### src/rtl/modulo_envase_multilinhas_if.sv
// Bundle of the bottling-line controller's sensor, command and display signals.
// Master drives start_stop, pg/ch/cq, op_load/load_val, auto_en and clr_count.
// Slave drives m/ev/ve, al, load_rej, rolhas, unidades, duzias and lote.
interface modulo_envase_multilinhas_if #(
  parameter int LANES  = 2,
  parameter int CORK_W = 7
);
  logic              start_stop;
  logic [LANES-1:0]  pg;
  logic [LANES-1:0]  ch;
  logic [LANES-1:0]  cq;
  logic              op_load;
  logic [CORK_W-1:0] load_val;
  logic              auto_en;
  logic              clr_count;

  logic [LANES-1:0]  m;
  logic [LANES-1:0]  ev;
  logic [LANES-1:0]  ve;
  logic              al;
  logic              load_rej;
  logic [CORK_W-1:0] rolhas;
  logic [3:0]        unidades;
  logic [3:0]        duzias;
  logic              lote;

  modport master (
    output start_stop, pg, ch, cq, op_load, load_val, auto_en, clr_count,
    input  m, ev, ve, al, load_rej, rolhas, unidades, duzias, lote
  );

  modport slave (
    input  start_stop, pg, ch, cq, op_load, load_val, auto_en, clr_count,
    output m, ev, ve, al, load_rej, rolhas, unidades, duzias, lote
  );
endinterface

### src/rtl/modulo_envase_multilinhas.sv
// Multi-lane fill/seal controller: LANES lane FSMs sharing one cork reservoir
// (round-robin cork grant, manual load, auto-refill) plus a dozen/batch tally.
// Latency: sensor -> state/output one clock; ve is combinational from state and grant.
// Backpressure: an empty reservoir stalls lanes in VEDANDO until corks arrive.
// Ports: clk, Nclr (async active-low), bus (slave side of modulo_envase_multilinhas_if).
module modulo_envase_multilinhas #(
  parameter int LANES     = 2,
  parameter int CORK_W    = 7,
  parameter int CORK_MAX  = 99,
  parameter int CORK_MIN  = 5,
  parameter int REFILL    = 20,
  parameter int CORK_INIT = 0,
  parameter int DOZ_MAX   = 10
) (
  input logic                        clk,
  input logic                        Nclr,
  modulo_envase_multilinhas_if.slave bus
);
  localparam int PW = (LANES > 1) ? $clog2(LANES) : 1;
  localparam logic [CORK_W:0] MAX_E    = (CORK_W+1)'(CORK_MAX);
  localparam logic [CORK_W:0] MIN_E    = (CORK_W+1)'(CORK_MIN);
  localparam logic [CORK_W:0] REFILL_E = (CORK_W+1)'(REFILL);
  localparam logic [3:0]      DOZ_LAST = 4'(DOZ_MAX - 1);

  typedef enum logic [1:0] {
    PARADO   = 2'd0,
    ESTEIRA  = 2'd1,
    ENCHENDO = 2'd2,
    VEDANDO  = 2'd3
  } lane_state_t;

  lane_state_t       state_q [LANES];
  lane_state_t       state_d [LANES];
  logic [LANES-1:0]  m_w, ev_w;
  logic [LANES-1:0]  req, gnt;
  logic              gnt_any;
  logic [PW-1:0]     prio_q, prio_d, idx;
  logic [CORK_W-1:0] rolhas_q, rolhas_d;
  logic [CORK_W:0]   base, sum_load, sum_fill;
  logic              load_rej_q, load_rej_d;
  logic [3:0]        unid_q, unid_d, duz_q, duz_d;
  logic              lote_q, lote_d;
  logic              ss_q;
  logic              cnt_ev, clear;

  // Round-robin arbiter: search starts at prio_q; the pointer moves just past
  // the winner. A lane only requests while start_stop is high, so a stop drops
  // its request in the same cycle and no cork is consumed.
  always_comb begin
    req     = '0;
    gnt     = '0;
    gnt_any = 1'b0;
    prio_d  = prio_q;
    idx     = '0;
    for (int i = 0; i < LANES; i++) begin
      req[i] = bus.start_stop && (state_q[i] == VEDANDO);
    end
    if (rolhas_q != '0) begin
      for (int i = 0; i < LANES; i++) begin
        idx = PW'((int'(prio_q) + i) % LANES);
        if (!gnt_any && req[idx]) begin
          gnt[idx] = 1'b1;
          gnt_any  = 1'b1;
          prio_d   = PW'((int'(idx) + 1) % LANES);
        end
      end
    end
  end

  // Lane next-state and Moore outputs
  always_comb begin
    m_w  = '0;
    ev_w = '0;
    for (int i = 0; i < LANES; i++) begin
      state_d[i] = state_q[i];
      m_w[i]     = (state_q[i] == ESTEIRA);
      ev_w[i]    = (state_q[i] == ENCHENDO);
      if (!bus.start_stop) begin
        state_d[i] = PARADO;
      end else begin
        case (state_q[i])
          PARADO:   state_d[i] = ESTEIRA;
          ESTEIRA:  if (bus.pg[i]) state_d[i] = ENCHENDO;
          ENCHENDO: if (bus.ch[i]) state_d[i] = VEDANDO;
          VEDANDO:  if (gnt[i])    state_d[i] = ESTEIRA;
          default:  state_d[i] = PARADO;
        endcase
      end
    end
  end

  // Reservoir: one extra bit of headroom so sums never wrap. base cannot
  // underflow because a grant requires rolhas_q > 0.
  always_comb begin
    base       = {1'b0, rolhas_q} - {{CORK_W{1'b0}}, gnt_any};
    sum_load   = base + {1'b0, bus.load_val};
    sum_fill   = base + REFILL_E;
    rolhas_d   = base[CORK_W-1:0];
    load_rej_d = 1'b0;
    if (bus.op_load) begin
      if (sum_load > MAX_E) begin
        load_rej_d = 1'b1;
      end else begin
        rolhas_d = sum_load[CORK_W-1:0];
      end
    end else if (bus.auto_en && ({1'b0, rolhas_q} <= MIN_E) && (sum_fill <= MAX_E)) begin
      rolhas_d = sum_fill[CORK_W-1:0];
    end
  end

  // Dozen/batch tally; a clear (explicit or start_stop rising) beats a count.
  always_comb begin
    cnt_ev = |(gnt & bus.cq);
    clear  = bus.clr_count | (bus.start_stop & ~ss_q);
    unid_d = unid_q;
    duz_d  = duz_q;
    lote_d = 1'b0;
    if (clear) begin
      unid_d = '0;
      duz_d  = '0;
    end else if (cnt_ev) begin
      if (unid_q == 4'd11) begin
        unid_d = '0;
        if (duz_q == DOZ_LAST) begin
          duz_d  = '0;
          lote_d = 1'b1;
        end else begin
          duz_d = duz_q + 4'd1;
        end
      end else begin
        unid_d = unid_q + 4'd1;
      end
    end
  end

  always_ff @(posedge clk or negedge Nclr) begin
    if (!Nclr) begin
      for (int i = 0; i < LANES; i++) state_q[i] <= PARADO;
      prio_q     <= '0;
      rolhas_q   <= CORK_W'(CORK_INIT);
      load_rej_q <= 1'b0;
      unid_q     <= '0;
      duz_q      <= '0;
      lote_q     <= 1'b0;
      ss_q       <= 1'b0;
    end else begin
      for (int i = 0; i < LANES; i++) state_q[i] <= state_d[i];
      prio_q     <= prio_d;
      rolhas_q   <= rolhas_d;
      load_rej_q <= load_rej_d;
      unid_q     <= unid_d;
      duz_q      <= duz_d;
      lote_q     <= lote_d;
      ss_q       <= bus.start_stop;
    end
  end

  assign bus.m        = m_w;
  assign bus.ev       = ev_w;
  assign bus.ve       = gnt;
  assign bus.al       = (rolhas_q == '0);
  assign bus.load_rej = load_rej_q;
  assign bus.rolhas   = rolhas_q;
  assign bus.unidades = unid_q;
  assign bus.duzias   = duz_q;
  assign bus.lote     = lote_q;
endmodule

### src/flat_wrapper.sv
// flat-port wrapper written by rule: the top's interface ports become plain ports
module modulo_envase_multilinhas_flat 
#(
  parameter int LANES     = 2,
  parameter int CORK_W    = 7,
  parameter int CORK_MAX  = 99,
  parameter int CORK_MIN  = 5,
  parameter int REFILL    = 20,
  parameter int CORK_INIT = 0,
  parameter int DOZ_MAX   = 10
)
  (clk, Nclr, bus_start_stop, bus_pg, bus_ch, bus_cq, bus_op_load, bus_load_val, bus_auto_en, bus_clr_count, bus_m, bus_ev, bus_ve, bus_al, bus_load_rej, bus_rolhas, bus_unidades, bus_duzias, bus_lote);
  modulo_envase_multilinhas_if #(.LANES(LANES), .CORK_W(CORK_W)) bus_i ();
  input logic clk;
  input logic Nclr;
  input wire logic [$bits(bus_i.start_stop)-1:0] bus_start_stop;
  input wire logic [$bits(bus_i.pg)-1:0] bus_pg;
  input wire logic [$bits(bus_i.ch)-1:0] bus_ch;
  input wire logic [$bits(bus_i.cq)-1:0] bus_cq;
  input wire logic [$bits(bus_i.op_load)-1:0] bus_op_load;
  input wire logic [$bits(bus_i.load_val)-1:0] bus_load_val;
  input wire logic [$bits(bus_i.auto_en)-1:0] bus_auto_en;
  input wire logic [$bits(bus_i.clr_count)-1:0] bus_clr_count;
  output wire logic [$bits(bus_i.m)-1:0] bus_m;
  output wire logic [$bits(bus_i.ev)-1:0] bus_ev;
  output wire logic [$bits(bus_i.ve)-1:0] bus_ve;
  output wire logic [$bits(bus_i.al)-1:0] bus_al;
  output wire logic [$bits(bus_i.load_rej)-1:0] bus_load_rej;
  output wire logic [$bits(bus_i.rolhas)-1:0] bus_rolhas;
  output wire logic [$bits(bus_i.unidades)-1:0] bus_unidades;
  output wire logic [$bits(bus_i.duzias)-1:0] bus_duzias;
  output wire logic [$bits(bus_i.lote)-1:0] bus_lote;
  assign bus_i.start_stop = bus_start_stop;
  assign bus_i.pg = bus_pg;
  assign bus_i.ch = bus_ch;
  assign bus_i.cq = bus_cq;
  assign bus_i.op_load = bus_op_load;
  assign bus_i.load_val = bus_load_val;
  assign bus_i.auto_en = bus_auto_en;
  assign bus_i.clr_count = bus_clr_count;
  assign bus_m = bus_i.m;
  assign bus_ev = bus_i.ev;
  assign bus_ve = bus_i.ve;
  assign bus_al = bus_i.al;
  assign bus_load_rej = bus_i.load_rej;
  assign bus_rolhas = bus_i.rolhas;
  assign bus_unidades = bus_i.unidades;
  assign bus_duzias = bus_i.duzias;
  assign bus_lote = bus_i.lote;
  modulo_envase_multilinhas #(.LANES(LANES), .CORK_W(CORK_W), .CORK_MAX(CORK_MAX), .CORK_MIN(CORK_MIN), .REFILL(REFILL), .CORK_INIT(CORK_INIT), .DOZ_MAX(DOZ_MAX)) u_core (.clk(clk), .Nclr(Nclr), .bus(bus_i));
endmodule
### config.mk
export PLATFORM = sky130hd
export DESIGN_NAME = modulo_envase_multilinhas_flat
export DESIGN_NICKNAME = d
export VERILOG_FILES = /design/src/rtl/modulo_envase_multilinhas_if.sv /design/src/rtl/modulo_envase_multilinhas.sv /design/src/flat_wrapper.sv
export SDC_FILE = /design/constraint.sdc
export NUM_CORES = 1
export LEC_CHECK = 0
export ABC_CLOCK_PERIOD_IN_PS = 4300
export BUFFER_PORTS_ARGS = -buffer_cell sky130_fd_sc_hd__clkbuf_2
export CAP_MARGIN = 15
export CORE_MARGIN = 2
export CORE_UTILIZATION = 45
export DETAILED_ROUTE_END_ITERATION = 12
export PLACE_DENSITY = 0.65
export SLEW_MARGIN = 30
export SYNTH_ARGS = -nofsm -noshare
export SYNTH_HDL_FRONTEND = slang
export SYNTH_SLANG_ARGS = --single-unit
### constraint.sdc
create_clock -name clk -period 4.3 [get_ports clk]
set_clock_uncertainty 0.05 [all_clocks]
set_input_delay 0.215 -clock clk [delete_from_list [all_inputs] [get_ports clk]]
set_output_delay 0.215 -clock clk [all_outputs]
set_load 0.005 [all_outputs]
After elaboration in Yosys (flattened, before gate mapping)
Cells that the tools add are included.
- register bits after elaboration: 23
- bits of input ports: 19
- output and inout port bits: 24
- word-level logic and storage cells: 106
- $add $sub $neg: 7
- order comparisons: 7
- equality and inequality tests: 14
- muxes and demuxes: 44
- bitwise gates (word level): 5
- reductions and logical operators: 20
- operators with widths (cell ; number):
    $mux 4 ; 7
    $mux 2 ; 12
    $mux 7 ; 3
    $mux 1 ; 18
    $pmux 2 s4 ; 2
    $ne 3x3->1 const B ; 4
    $add 4x1->4 const B ; 2
    $add 8x5->8 const B ; 1
    $add 8x7->8 ; 1
    $eq 2x2->1 const B ; 4
    $eq 4x4->1 const B ; 2
    $gt 8x7->1 const B ; 1
    $le 8x7->1 const B ; 1
    $sub 7x1->8 ; 1
    $le 7x3->1 const B ; 1
    $logic_and 1x1->1 ; 7
    $logic_not 7->1 ; 1
    $reduce_bool 7->1 ; 1
    $ne 3x2->1 const B ; 2
    $reduce_and 3->1 ; 2
    $reduce_bool 2->1 ; 3
    $eq 2x1->1 const B ; 2
    $logic_not 2->1 ; 2
    $lt 1x2->1 const B ; 2
    11 further kinds ; 15

Longest topological paths before layout
Gate-level depths: netlist (run 1).
- word-level depth: 16
- depth in mapped cells: 18
- mapped depth without buffers: 17

Least setup slack after synthesis (run 1)
Ideal clock, no wire load.
- path type: reg-to-reg
- from: register u_core.rolhas_q[3], in the netlist u_core.bus.rolhas[3]
- to: register u_core.rolhas_q[0], in the netlist u_core.bus.rolhas[0]
- setup time: 0.128 ns
- arrival time: 3.711 ns
- required time: 4.122 ns
- slack: 0.411 ns
- cell stages (with the launch flop): 17
- period minus slack after synthesis: 3.889 ns
- path through: dfrtp_1 nor4_4 a21oi_2 o21a_1 ha_1 ha_1 nor3b_4 nand2_1 xor2_1 inv_1 ha_1 inv_1 or4_4 nand4_2 nor2_2 o211ai_2 mux2_1
- word-level cells in the longest chain between the ends: 8
- elaborated cells between the ends (all ways): 13
- those cells by class: add/sub: 3; order compare: 3; mux: 4; reduce/logical: 3
- ends and longest elaborated chain (item ; RTL line ; text):
    from (decl) ; modulo_envase_multilinhas.sv:38 ; logic [CORK_W-1:0] rolhas_q, rolhas_d;
    from (signal assigned) ; modulo_envase_multilinhas.sv:140 ; rolhas_q <= CORK_W'(CORK_INIT);
    from (signal assigned) ; modulo_envase_multilinhas.sv:149 ; rolhas_q <= rolhas_d;
    $reduce_bool 7->1 ; modulo_envase_multilinhas.sv:58 ; if (rolhas_q != '0) begin
    $mux 1 ; modulo_envase_multilinhas.sv:58 ;
    $sub 7x1->8 ; modulo_envase_multilinhas.sv:95 ; base = {1'b0, rolhas_q} - {{CORK_W{1'b0}}, gnt_any};
    $add 8x5->8 ; modulo_envase_multilinhas.sv:97 ; sum_fill = base + REFILL_E;
    $le 8x7->1 ; modulo_envase_multilinhas.sv:106 ; end else if (bus.auto_en && ({1'b0, rolhas_q} <= MIN_E) && (sum_fill <= MAX_E)) begin
    $logic_and 1x1->1 ; modulo_envase_multilinhas.sv:106 ;
    $mux 7 ; modulo_envase_multilinhas.sv:106 ;
    $mux 7 (*) ; modulo_envase_multilinhas.sv:100 ; if (bus.op_load) begin
    net u_core.rolhas_d[0] ; modulo_envase_multilinhas.sv:38 ;
Mark *: on every way through the listed nets, which the timed path passes. The rest lies on a longest branch.
A chain may end at the register's enable or synchronous reset.

Worst setup path after layout (run 1)
- from: register u_core.rolhas_q[5], in the netlist u_core.bus.rolhas[5]
- to: register u_core.rolhas_q[0], in the netlist u_core.bus.rolhas[0]
The elaborated chain is that of the path after synthesis.

==> flow_results.org, run 1 <==
** Synth
- Synthesis Warnings :: 0
- After synthesis, the mean cell area works out to 8.85 um^2.
- The netlist uses 60 different library cells.
- Mapped Nets :: 278
- For this run, asynchronously set or reset flops after synthesis account for 1.00.
- Mapped Cells :: 239
- Flops & latches, synth :: 23
- Post-synth EDFFs :: 0
- The share of the Yosys chip area taken by registers is 0.272.
- Combined area of all synthesized cells :: 2120 um^2
- Most used flip-flop cell after synthesis :: dfrtp_1

** Pwr
- Max VDD drop :: 0.416 mV
- Of the total power, the share spent switching nets is 0.466.
- In this run the power density over the cells is 620 nW/um^2.
- For this design the total switching power over the nets is 0.000714 W.
- Combinational group share of total power :: 0.686
- The internal portion of the total power is 0.000816 W.
- Of the total power, registers draw 0.226.
- In this run the static leakage power is 1.19 nW.
- Of the total power, the clock network draws 0.088.

** Critical path
- Critical path's slowest cell :: or4_4
- The endpoint identified for the worst register-to-register timing path is u_core.bus.rolhas[0].
- Cells along the critical path :: nor4_4 -> a21oi_2 -> o21a_1 -> ha_1 -> ha_1 -> nor3b_4 -> nand2_1 -> xor2_1 -> inv_1 -> ha_1 -> inv_1 -> or4_4 -> nand4_2 -> nor2_2 -> o211ai_2 -> mux2_1
- The cell that appears most often on the critical path is ha_1.
- The most critical setup path has its endpoint at u_core.bus.rolhas[0].
- Category of the worst setup path launch point :: register
- Of all nets on the critical path, the largest fanout is 7.
- The critical path in this run is classified as register to register.
- The startpoint identified for the worst register-to-register timing path is u_core.bus.rolhas[5].
- Worst reg-to-reg setup slack :: 0.29 ns
- Longest individual stage delay on the worst path :: 0.53 ns
- WP data required :: 4.40 ns
- Launch point of the critical path :: u_core.bus.rolhas[5]
- Length in cells of the worst reg-to-reg path :: 16
- Data arrival time of the critical path :: 4.11 ns
- The worst setup path is captured at a register.

** Placement
- After detailed placement, the total cell area comes to 2390 um^2.
- Detailed placement finished with a half-perimeter wire length of 3530 um.
- Gpl congestion :: 0.833
- IO buf count :: 42
- Pre-CTS setup slack :: 0.270 ns

** Clock tree
- Cell chosen for the clock root :: clkbuf_8
- Post-CTS clock slew at the launch and capture registers of the worst setup and hold paths :: 0.08 ns
- H-tree levels :: 1
- Inserted Clock Buffers :: 3
- CTS tree :: yes
- In this run the deepest clock path goes through 2 buffers.
- The later pin in the worst-skew pair is clocked with a latency of 0.26 ns.
- CTS saw 23 sinks.

** Floorplanning
- The floorplan has 24 rows.
- Effective utilization at floorplan :: 0.476
- Die Height :: 72.6 um
- X dimension of the die :: 72.6 um
- Count of boundary I/O pins :: 43
- The die covers 5270 um^2.
- Floorplan Core Area :: 4440 um^2

** Cells and area
- Synthesis-to-layout area growth :: 16.6%
- Final net count :: 328
- Multi-input gate area :: 1430 um^2
- In the final layout, the share of cells above drive strength 1 is 0.247.
- Total of fill cells in the finished design :: 439
- The repair_antennas step left the layout with diodes totalling 0.
- Most frequent standard cell in the layout excluding fill and tap cells :: clkbuf_2
- In the layout the commonest cells are clkbuf_2, dfrtp_1, inv_1.
- Summing all flip-flop and latch instances after layout gives 576 um^2.
- Non-Filler Cell Area, Final :: 2470 um^2

** STA
- The count of pins over their slew limit is 0.
- Based on the critical path, the design can be clocked at up to 249 MHz.
- Final-report hold violation count :: 0
- Setup repair after global routing left no endpoint under its margin.
- Setup total negative slack :: 0 ns
- Headroom to the max-slew limit came out at 0.527.
- For the pin with the worst max-slew slack, the measured transition is 0.704 ns.
- Once routing completed, OpenROAD measured the worst setup slack at 0.286 ns.
- Setup violations remaining at the end of the flow were counted as 0.
- Dividing the final minimum period by the clock period gives 0.933.
- Counting I/O delays and the setup requirement, the final critical path takes 4.01 ns.

** Global routing
- Across every metal layer, demand over resource in global routing totals 0.177.
- Maximum number of pins on one net before global-route repair :: 24
- Antenna violations before repair :: 0
- The number of global-route vias before repair is 1647.
- Remaining global-route overflow :: 0
- Global-route wire length before repair :: 7430 um

** Drt
- DR WL/cell :: 13.1 um
- WL met1 :: 2150 um
- Drt first-iter violations :: 56
- Amount of wire on met2 after detailed routing :: 2150 um
- After detailed routing, the number of remaining DRC violations is 0.
- Routed length on met3 :: 98 um
- Overall routed net length :: 4460 um
- DR top layer :: met4
- Once detail routing completed, the nets flagged for antenna violations numbered 0.
- For this run, the detailed router's first-pass iteration total came to 6.
- Routed vias/inst :: 5.56
- Summing over every cut layer, the via total after detailed routing is 1890.

** Flow run
- Maximum capacitance violations :: 0

** Hold path
- Kind of path behind the tightest hold check :: input port to register

** Outcome
- The flow ran to the end, and the final reports show no timing, DRC or antenna violations.
worst min path at each step:
stage | startpoint | to | depth (start not counted)
3_3_place_gp | Nclr | u_core.state_q[0] | 1
2_1_floorplan | Nclr | u_core.bus.duzias[0] | 0
6_report | bus_start_stop | u_core.ss_q | 1
4_1_cts | bus_start_stop | u_core.ss_q | 1
5_1_grt | bus_start_stop | u_core.ss_q | 1
3_5_place_dp | Nclr | u_core.state_q[0] | 1
logic make-up after synthesis:
| group | after synthesis | share of synthesized area |
|---|---|---|
| AO/OA/AOI/OAI | 59 | 0.206 |
| XOR/XNOR | 12 | 0.0597 |
| adder cells (fa/ha/maj) | 21 | 0.127 |
| buffers and inverters | 27 | 0.0597 |
| flip-flops | 23 | 0.272 |
| multiplexers | 9 | 0.0444 |
| AND/OR/NAND/NOR | 88 | 0.231 |
synth_stat cells, types with 3 or more instances:
library cell  count  share of area
a21oi_1          12          0.028
a211oi_1          4          0.014
nor2b_1           4          0.012
nor3_1           10          0.024
mux2i_1           6          0.028
dfrtp_1          23           0.27
mux2_1            3          0.016
xor2_1            6          0.025
and2_1            5          0.015
nand2_1          18          0.032
o21ai_1           6          0.014
ha_1             19           0.11
xnor2_1           4          0.017
nor2_1           21          0.037
o21ai_0           7          0.017
nand4_1           4          0.012
inv_1            22          0.039
a31o_1            5          0.021
o21bai_1          3          0.011
nand3_1           5          0.012
nand2b_1          3         0.0089
repair_timing:
action | 4_1_cts | 5_1_grt
endpoints found under the hold margin | 23 | 0
hold buffers | 1 | 0
setup buffers | 0 | 1
resized for setup | 0 | 2
endpoints found under the setup margin | 0 | 4
area by class of cell:
type | instances | area share
multi-input combinational | 189 | 0.578
sequential | 23 | 0.233
timing repair buffer | 50 | 0.111
inverter | 22 | 0.0335
tap | 52 | 0.0264
clock buffer | 4 | 0.0183
critical path: cells and delay by family, from the launching register on:
family | cells | cell delay (ns)
buffers and inverters | 2 | 0.27
XOR/XNOR | 1 | 0.22
AO/OA/AOI/OAI | 3 | 0.45
multiplexers | 1 | 0.35
adder cells (fa/ha/maj) | 3 | 0.82
flip-flops | 1 | 0.45
AND/OR/NAND/NOR | 6 | 1.30
stage by stage:
step	cells	power [W]	util	hold WS [ns]
CTS	339	0.00153	0.551	0.0653
global route	340	0.00168	0.555	0.0649
finish	340	0.00153	0.555	0.0695
floorplan	239	0.00114	-	-0.131
detailed placement	334	0.00139	0.538	0.202
global placement	334	0.00138	0.538	0.198
power groups by stage:
stage	Clock (W)	Combinational [W]	Sequential (W)
floorplan	0	0.000798	0.000345
global placement	0	0.00104	0.000344
detailed placement	0	0.00104	0.000346
CTS	0.000140	0.00105	0.000342
global route	0.000148	0.00118	0.000354
finish	0.000135	0.00105	0.000346
sequential cells by signal (all words and copies together) (netlist names):
name / flops
u_core.bus.lote: 1
u_core.state_q: 4
u_core.bus.rolhas: 7
u_core.prio_q: 1
u_core.bus.duzias: 4
u_core.ss_q: 1
u_core.bus.unidades: 4
u_core.bus.load_rej: 1
routing by layer:
| layer | vias up | global-route usage |
|---|---|---|
| li1 | 961 | - |
| met1 | 894 | 0.246 |
| met2 | 31 | 0.292 |
| met3 | 4 | 0.0166 |
| met4 | 0 | 0.0556 |
| met5 | - | 0 |
Note: power is estimated with default switching activity, not from simulation.
==> run 2: changes to the inputs <==
--- a/config.mk
+++ b/config.mk
@@ -12,7 +12,8 @@
 export CORE_UTILIZATION = 45
 export DETAILED_ROUTE_END_ITERATION = 12
 export PLACE_DENSITY = 0.65
-export SLEW_MARGIN = 30
+export REMOVE_ABC_BUFFERS = 1
+export SLEW_MARGIN = 20
 export SYNTH_ARGS = -nofsm -noshare
 export SYNTH_HDL_FRONTEND = slang
 export SYNTH_SLANG_ARGS = --single-unit
==> run 2 against run 1 <==
  * Die area did not move
  * Final area is 0.10% higher
  * Count of clock-buffer cells in the layout unchanged
  * Critical path type unchanged
==> flow_results.org, run 2 (same netlist as run 1, synthesis figures left out) <==
** Global routing
- Global-route usage over all layers :: 0.176
- Entering global routing, the biggest net connects 24 pins.
- Antenna violations before repair :: 0
- For this run the aggregate overflow at the end of global routing stands at 0.
- The number of global-route vias before repair came to 1615.
- The first global-routing pass estimated 7430 um of wire.

** Placement
- IO buf count :: 42
- The number of placed instances, taps included, is 335.
- Summed over all nets, the half-perimeter wirelength after detailed placement is 3510 um.
- Gpl congestion :: 0.820

** STA
- The final hold violation count was 0.
- Slew at the pin closest to its max-slew limit :: 0.741 ns
- Setup violation total in the final timing report :: 0
- Summed over all failing endpoints, the final setup total negative slack is 0 ns.
- Setup repair after global routing left no endpoint under its margin.
- Final clock period utilization by the worst path :: 0.926
- Final critical-path required period :: 3.98 ns
- The count of pins over their slew limit is 0.
- Achievable frequency :: 251 MHz
- Worst relative slew slack :: 0.502

** Floorplanning
- Number of placement rows :: 24
- Count of boundary I/O pins :: 43
- From left edge to right edge, the die measures 72.6 um.
- Measured along the y axis, the die boundary spans 72.6 um.
- The die covers 5270 um^2.
- The region available for standard cell placement spans 4440 um^2.
- The initial utilization of the core area, before any placement, comes to 0.476.

** Pwr
- Leakage component of the power :: 1.19 nW
- IR analysis of the VDD net gives a maximum drop of 0.457 mV.
- The design draws 0.00153 W.
- Power spread over the standard cell area amounts to 619 nW/um^2.

** Critical path
- Worst reg-to-reg setup slack :: 0.32 ns
- Maximum net fanout on the critical path :: 7
- The critical path is of the register to register type.
- Longest individual stage delay on the worst path :: 0.53 ns
- The number of buffers and inverters on the critical path is 2.
- On the critical path, the stage with the largest delay is an instance of or4_4.
- For the worst setup path, the data required time is 4.40 ns.
- Category of the worst setup path launch point :: register
- Data arrival time of the critical path :: 4.08 ns
- Worst path top cell family by delay :: simple AND/OR/NAND/NOR gates
- Kind of capture point of the worst setup path :: register
- The critical path goes through nor4_4 -> a21oi_2 -> o21a_1 -> ha_1 -> ha_1 -> nor3b_4 -> nand2_1 -> xor2_2 -> inv_1 -> ha_1 -> inv_1 -> or4_4 -> nand4_2 -> nor2_2 -> o211ai_2 -> mux2_1.
- The cell that appears most often on the critical path is ha_1.

** Cells and area
- Synthesis-to-layout area growth :: 16.7%
- The top cell types in the final layout, fill and taps aside, are clkbuf_2, dfrtp_1, inv_1.
- For this run, the number of standard cells in the final layout without fillers is 341.
- In the final layout, the share of cells above drive strength 1 is 0.246.
- ANT cells :: 0
- Flip-flop count of the largest register after layout :: 7
- Leaving out fill and tap cells, the most frequent cell in the layout is clkbuf_2.
- The final layout contains 329 nets.

** Drt
- DR vias :: 1828
- DR WL/cell :: 12.9 um
- In the routed design, unresolved DRC markers number 0.
- Before antenna repair, the detailed router went through 4 iterations.
- Detail Route Antenna Nets :: 0
- After the first detailed-routing iteration, the DRC count stood at 45.
- After detailed routing, the total wire length is 4410 um.
- Routed vias/inst :: 5.36

** Hold path
- The min-delay analysis places its worst path in the category input port to register.

** Clock tree
- CTS tree :: yes
- The clock passes through at most 2 buffers.
- Cell chosen for the clock root :: clkbuf_8
- CTS saw 23 sinks.
- Post-CTS clock slew at the launch and capture registers of the worst setup and hold paths :: 0.08 ns
- CTS built an H-tree with a depth of 1.
- Inserted Clock Buffers :: 3
- Clock latency on the worst-skew pair :: 0.26 ns

** Outcome
- Outcome :: finished, final reports clean

** Flow run
- Across the run, the number of max-cap violations was 0.
-- run 2: cell types whose count changed in the layout (fill, tap and decap cells not counted), sizes merged --
cell,delta
buf,+1
-- run 2: path summary, 6_finish.rpt --
kind / from / endpoint / depth (start not counted)
hold / removal: bus_start_stop / u_core.ss_q / 1
setup reg to reg: u_core.bus.rolhas[5] / u_core.bus.rolhas[0] / 16
setup / recovery: u_core.bus.rolhas[5] / u_core.bus.rolhas[0] / 16
min in group asynchronous: Nclr / u_core.state_q[0] / 2
hold reg to reg: u_core.bus.duzias[2] / u_core.bus.lote / 1
max in group asynchronous: Nclr / u_core.bus.rolhas[4] / 2
-- run 2: final cells by class --
| class | instances | area, um^2 |
|---|---|---|
| Multi-Input combinational cell | 189 | 1420 |
| Tap cell | 52 | 65.1 |
| Sequential cell | 23 | 576 |
| Inverter | 22 | 82.6 |
| Fill cell | 420 | 1970 |
| Clock buffer | 4 | 45.0 |
| Timing Repair Buffer | 51 | 280 |
-- run 2: metal layers --
metal / vias to the layer above / part of all wire / GRT usage
met3: 2 / 0.035 / 0.0318
met4: 0 / 0.0057 / 0.0432
met5: - / 0 / 0
met1: 835 / 0.49 / 0.246
li1: 960 / - / -
met2: 31 / 0.47 / 0.283
-- run 2: per-stage QoR --
stage / utilization / worst slack [ns] / hold WS [ns] / cell area, um^2
CTS: 0.552 / 0.265 / 0.0602 / 2450
global placement: 0.540 / 0.388 / 0.195 / 2400
global route: 0.556 / 0.0441 / 0.0715 / 2470
finish: 0.556 / 0.319 / 0.0704 / 2470
floorplan: - / 0.410 / -0.131 / 2070
detailed placement: 0.540 / 0.296 / 0.193 / 2400
-- run 2: repair_timing --
item	CTS	global route
buffers inserted	0	1
endpoints found under the hold margin	23	0
gates resized for setup	0	1
hold buffers	1	0
setup endpoints to repair	0	4
-- run 2: where the power goes --
group          internal, W  total, W  switching, W
clock            0.0000661  0.000134     0.0000675
combinational     0.000478   0.00105      0.000575
sequential        0.000277  0.000342     0.0000655
==> run 3: changes to the inputs <==
--- a/config.mk
+++ b/config.mk
@@ -5,13 +5,14 @@
 export SDC_FILE = /design/constraint.sdc
 export NUM_CORES = 1
 export LEC_CHECK = 0
+export ABC_AREA = 1
 export ABC_CLOCK_PERIOD_IN_PS = 4300
 export BUFFER_PORTS_ARGS = -buffer_cell sky130_fd_sc_hd__clkbuf_2
 export CAP_MARGIN = 15
 export CORE_MARGIN = 2
 export CORE_UTILIZATION = 45
 export DETAILED_ROUTE_END_ITERATION = 12
-export PLACE_DENSITY = 0.65
+export PLACE_DENSITY = 0.66
 export REMOVE_ABC_BUFFERS = 1
 export SLEW_MARGIN = 20
 export SYNTH_ARGS = -nofsm -noshare
==> run 3 against run 2 <==
  * Clock power is 4% higher
  * Register-to-register slack improved by 0.31 ns
  * Final cell count rose by 14%
  * Critical endpoint is now u_core.bus.rolhas[2]
  * Synthesized cell count up 21%
  * Hold slack gained 0.040 ns
  * Flip-flop and latch count unchanged
  * Sequential power grew 2%
  * First-iteration DRC count is 100% higher
  * Critical path depth up 7
==> flow_results.org, run 3 <==
** Synth
- Most used standard cells in the synthesized netlist :: nand2_1, inv_1, nand3_1
- Sequential area share after synthesis :: 0.273
- Most used flip-flop cell after synthesis :: dfrtp_1
- The share of synthesized area in the top cell type comes to 0.273.
- By instance count, the leading cell after synthesis is nand2_1.
- The synthesized design spends more area on one cell type than any other, namely dfrtp_1.
- Synthesized area divided by synthesized cell count :: 7.27 um^2
- In this run, distinct cell masters in the synthesized netlist total 31.
- After synthesis, the share of flip-flops with an asynchronous set or reset is 1.00.
- The Yosys step of the flow raised 0 warnings.
- Combined area of all synthesized cells :: 2110 um^2
- Mapped Cells :: 290
- By area the synthesized netlist is led by dfrtp_1, ha_1, nand2_1.
- Post-synth EDFFs :: 0
- Flops & latches, synth :: 23

** Pwr
- Of the total power, the share spent switching nets is 0.524.
- Max VDD drop :: 0.450 mV
- The share of total power dissipated in combinational logic is 0.675.
- Cell internal power was estimated by the tool at 0.000715 W.
- Clock share of power :: 0.093
- For this design the total switching power over the nets is 0.000787 W.
- Share of total power in sequential cells :: 0.232
- Summed over all cells, the static leakage comes to 1.35 nW.
- Power density over the cells :: 617 nW/um^2
- The design draws 0.00150 W.

** Critical path
- Number of buffers and inverters on the critical path :: 1
- At the worst endpoint, the arrival time is 3.83 ns.
- Worst reg2reg endpoint :: u_core.bus.rolhas[2]
- Number of cells on the critical path :: 23
- Category of the worst setup path launch point :: register
- Worst path top cell family by delay :: simple AND/OR/NAND/NOR gates
- By instance count, the cell type seen most on the critical path is nand2_1.
- Critical path's slowest cell :: dfrtp_1
- By startpoint and endpoint, the worst setup path is classified as register to register.
- STA classifies the critical path endpoint as a register.
- WP data required :: 4.46 ns
- For flop-to-flop paths, the worst setup slack is 0.63 ns.
- In this run the worst setup path terminates at u_core.bus.rolhas[2].
- Crit Reg-Reg Startpoint :: u_core.bus.rolhas[5]
- Longest individual stage delay on the worst path :: 0.47 ns
- The number of cells on the worst reg-to-reg path is 23.
- The critical path goes through nor2_2 -> nand2_1 -> nor2_2 -> nand3_2 -> inv_2 -> a21oi_1 -> ha_1 -> ha_1 -> xor2_2 -> ha_1 -> a21oi_1 -> nand2_1 -> nand2_1 -> nand2_1 -> nand2_1 -> nand2_1 -> nand2_2 -> nand2_2 -> nor2_2 -> nand3_4 -> nand2_2 -> nand3_1 -> nand3_1.
- Launch point of the critical path :: u_core.bus.rolhas[5]
- Along the worst path, the maximum fanout reaches 8.

** Floorplanning
- Effective utilization at floorplan :: 0.474
- The total area inside the core boundary comes to 4440 um^2.
- In this run the vertical extent of the chip is 72.4 um.
- Number of placement rows :: 24
- X dimension of the die :: 72.4 um
- The die covers 5250 um^2.
- 43 I/O pins were placed.

** Cells and area
- The register with the most flip-flops in the layout has 7 of them.
- The library cells used most frequently in the layout, excluding fill and tap cells, are nand2_1, inv_1, nand3_1.
- Count of non-filler cells in the finished layout :: 388
- Most frequent standard cell in the layout excluding fill and tap cells :: nand2_1
- Synthesis-to-layout area growth :: 15.5%
- ANT cells :: 0
- At the end of the flow, the number of nets in the layout was 376.
- Ratio of cells with drive above 1 in the final layout :: 0.235

** Placement
- At the placement stage, the worst setup path has a slack of 0.663 ns.
- Port buffering added 42 buffers.
- After detailed placement, the design holds a cell count of 383.
- Gpl congestion :: 0.874
- Total half-perimeter wirelength after legalization and detailed placement :: 3840 um

** Drt
- DR WL/cell :: 12.1 um
- After the first detailed-routing iteration, the DRC count stood at 92.
- Routed vias/inst :: 5.11
- Once detail routing completed, the nets flagged for antenna violations numbered 0.
- Detailed routing inserted a total of 1984 vias.
- The first detailed-routing pass ran for 4 iterations.
- For this run, design rule violations remaining after detail routing come to 0.
- Overall routed net length :: 4700 um

** Clock tree
- The root buffer cell chosen for the clock tree is clkbuf_8.
- TritonCTS built the clock tree.
- Cells resized by post-CTS repair :: 0
- Clock tree synthesis found a total of 23 sinks.
- Post-CTS clock slew at the launch and capture registers of the worst setup and hold paths :: 0.08 ns
- H-tree levels :: 1
- In this run the deepest clock path goes through 2 buffers.
- Hold bufs inserted after CTS :: 1
- Clock latency on the worst-skew pair :: 0.27 ns
- Inserted Clock Buffers :: 3
- Number of buffers inserted to repair setup after CTS :: 0

** STA
- Setup repair after global routing left no endpoint under its margin.
- Final-report hold violation count :: 0
- The worst pin sits at a relative slew slack of 0.604.
- Final clock period utilization by the worst path :: 0.854
- Derived from the worst setup path, the maximum achievable clock frequency is 272 MHz.
- Slew at the pin closest to its max-slew limit :: 0.594 ns
- In the post-route analysis, the smallest setup slack over all paths is 0.629 ns.
- Setup total negative slack :: 0 ns
- Subtracting the final worst setup slack from the clock period gives 3.67 ns.
- Fin. max-slew vios :: 0
- Setup violations remaining at the end of the flow were counted as 0.

** Global routing
- The number of global-route vias before repair came to 1923.
- Global-route usage over all layers :: 0.192
- Antenna violations before repair :: 0
- Entering global routing, the biggest net connects 24 pins.
- Global-route wire length before repair :: 8070 um
- Remaining global-route overflow :: 0

** Flow run
- Maximum capacitance violations :: 0

** Hold path
- The tightest min-delay check is of the input port to register type.

** Outcome
- The flow ran to the end, and the final reports show no timing, DRC or antenna violations.
==> run 3: layout make-up <==
class / instances / area, um^2
Inverter: 53 / 199
Timing Repair Buffer: 43 / 220
Clock inverter: 1 / 5.00
Fill cell: 436 / 2010
Clock buffer: 3 / 41.3
Tap cell: 52 / 65.1
Sequential cell: 23 / 576
Multi-Input combinational cell: 213 / 1330
==> run 3: logic make-up (layout without fill, tap and decap cells) <==
| logic type | count (synthesis) | in the layout | share of synthesized area |
|---|---|---|---|
| fa+ha+maj | 20 | 20 | 0.122 |
| mux | 1 | 1 | 0.00475 |
| simple gates | 154 | 154 | 0.385 |
| xor+xnor | 6 | 6 | 0.0374 |
| flops | 23 | 23 | 0.273 |
| compound gates | 32 | 32 | 0.0819 |
| buf+inv | 54 | 100 | 0.0961 |
==> run 3: power groups by stage <==
stage | registers [W] | clock network, W | logic [W]
after floorplan | 0.000343 | 0 | 0.000780
after global placement | 0.000352 | 0 | 0.00100
after detailed placement | 0.000353 | 0 | 0.00102
after CTS | 0.000349 | 0.000144 | 0.00102
after global routing | 0.000359 | 0.000150 | 0.00116
final | 0.000348 | 0.000139 | 0.00101
==> run 3: worst min path at each step <==
stage / from / endpoint / slack [ns] / cells past startpoint
after floorplan: Nclr / u_core.bus.duzias[0] / -0.13 / 0
after global placement: Nclr / u_core.state_q[2] / 0.20 / 1
after detailed placement: Nclr / u_core.state_q[2] / 0.20 / 1
after CTS: bus_start_stop / u_core.ss_q / 0.11 / 1
after global routing: bus_start_stop / u_core.ss_q / 0.12 / 1
final: bus_start_stop / u_core.ss_q / 0.11 / 1
==> run 3: layer usage <==
metal | wire length (um) | GRT usage | vias to the layer above
li1 | - | - | 1039
met1 | 2170 | 0.246 | 898
met2 | 2320 | 0.346 | 41
met3 | 153 | 0.0125 | 6
met4 | 53 | 0.0576 | 0
met5 | 0 | 0 | -
==> run 3: metrics by stage <==
| stage | hold WS, ns | cell area [um^2] | util |
|---|---|---|---|
| after floorplan | -0.131 | 2100 | - |
| after global placement | 0.201 | 2380 | 0.535 |
| after detailed placement | 0.196 | 2380 | 0.535 |
| after CTS | 0.108 | 2440 | 0.548 |
| after global routing | 0.119 | 2440 | 0.548 |
| final | 0.110 | 2440 | 0.548 |
==> run 3: worst reg2reg max path, delay by kind of cell (launching register included) <==
kind / cells / cell delay [ns]
AO/OA/AOI/OAI: 2 / 0.26
XOR/XNOR: 1 / 0.32
adder cells (fa/ha/maj): 3 / 0.88
buffers and inverters: 1 / 0.10
flip-flops: 1 / 0.47
AND/OR/NAND/NOR: 16 / 1.54
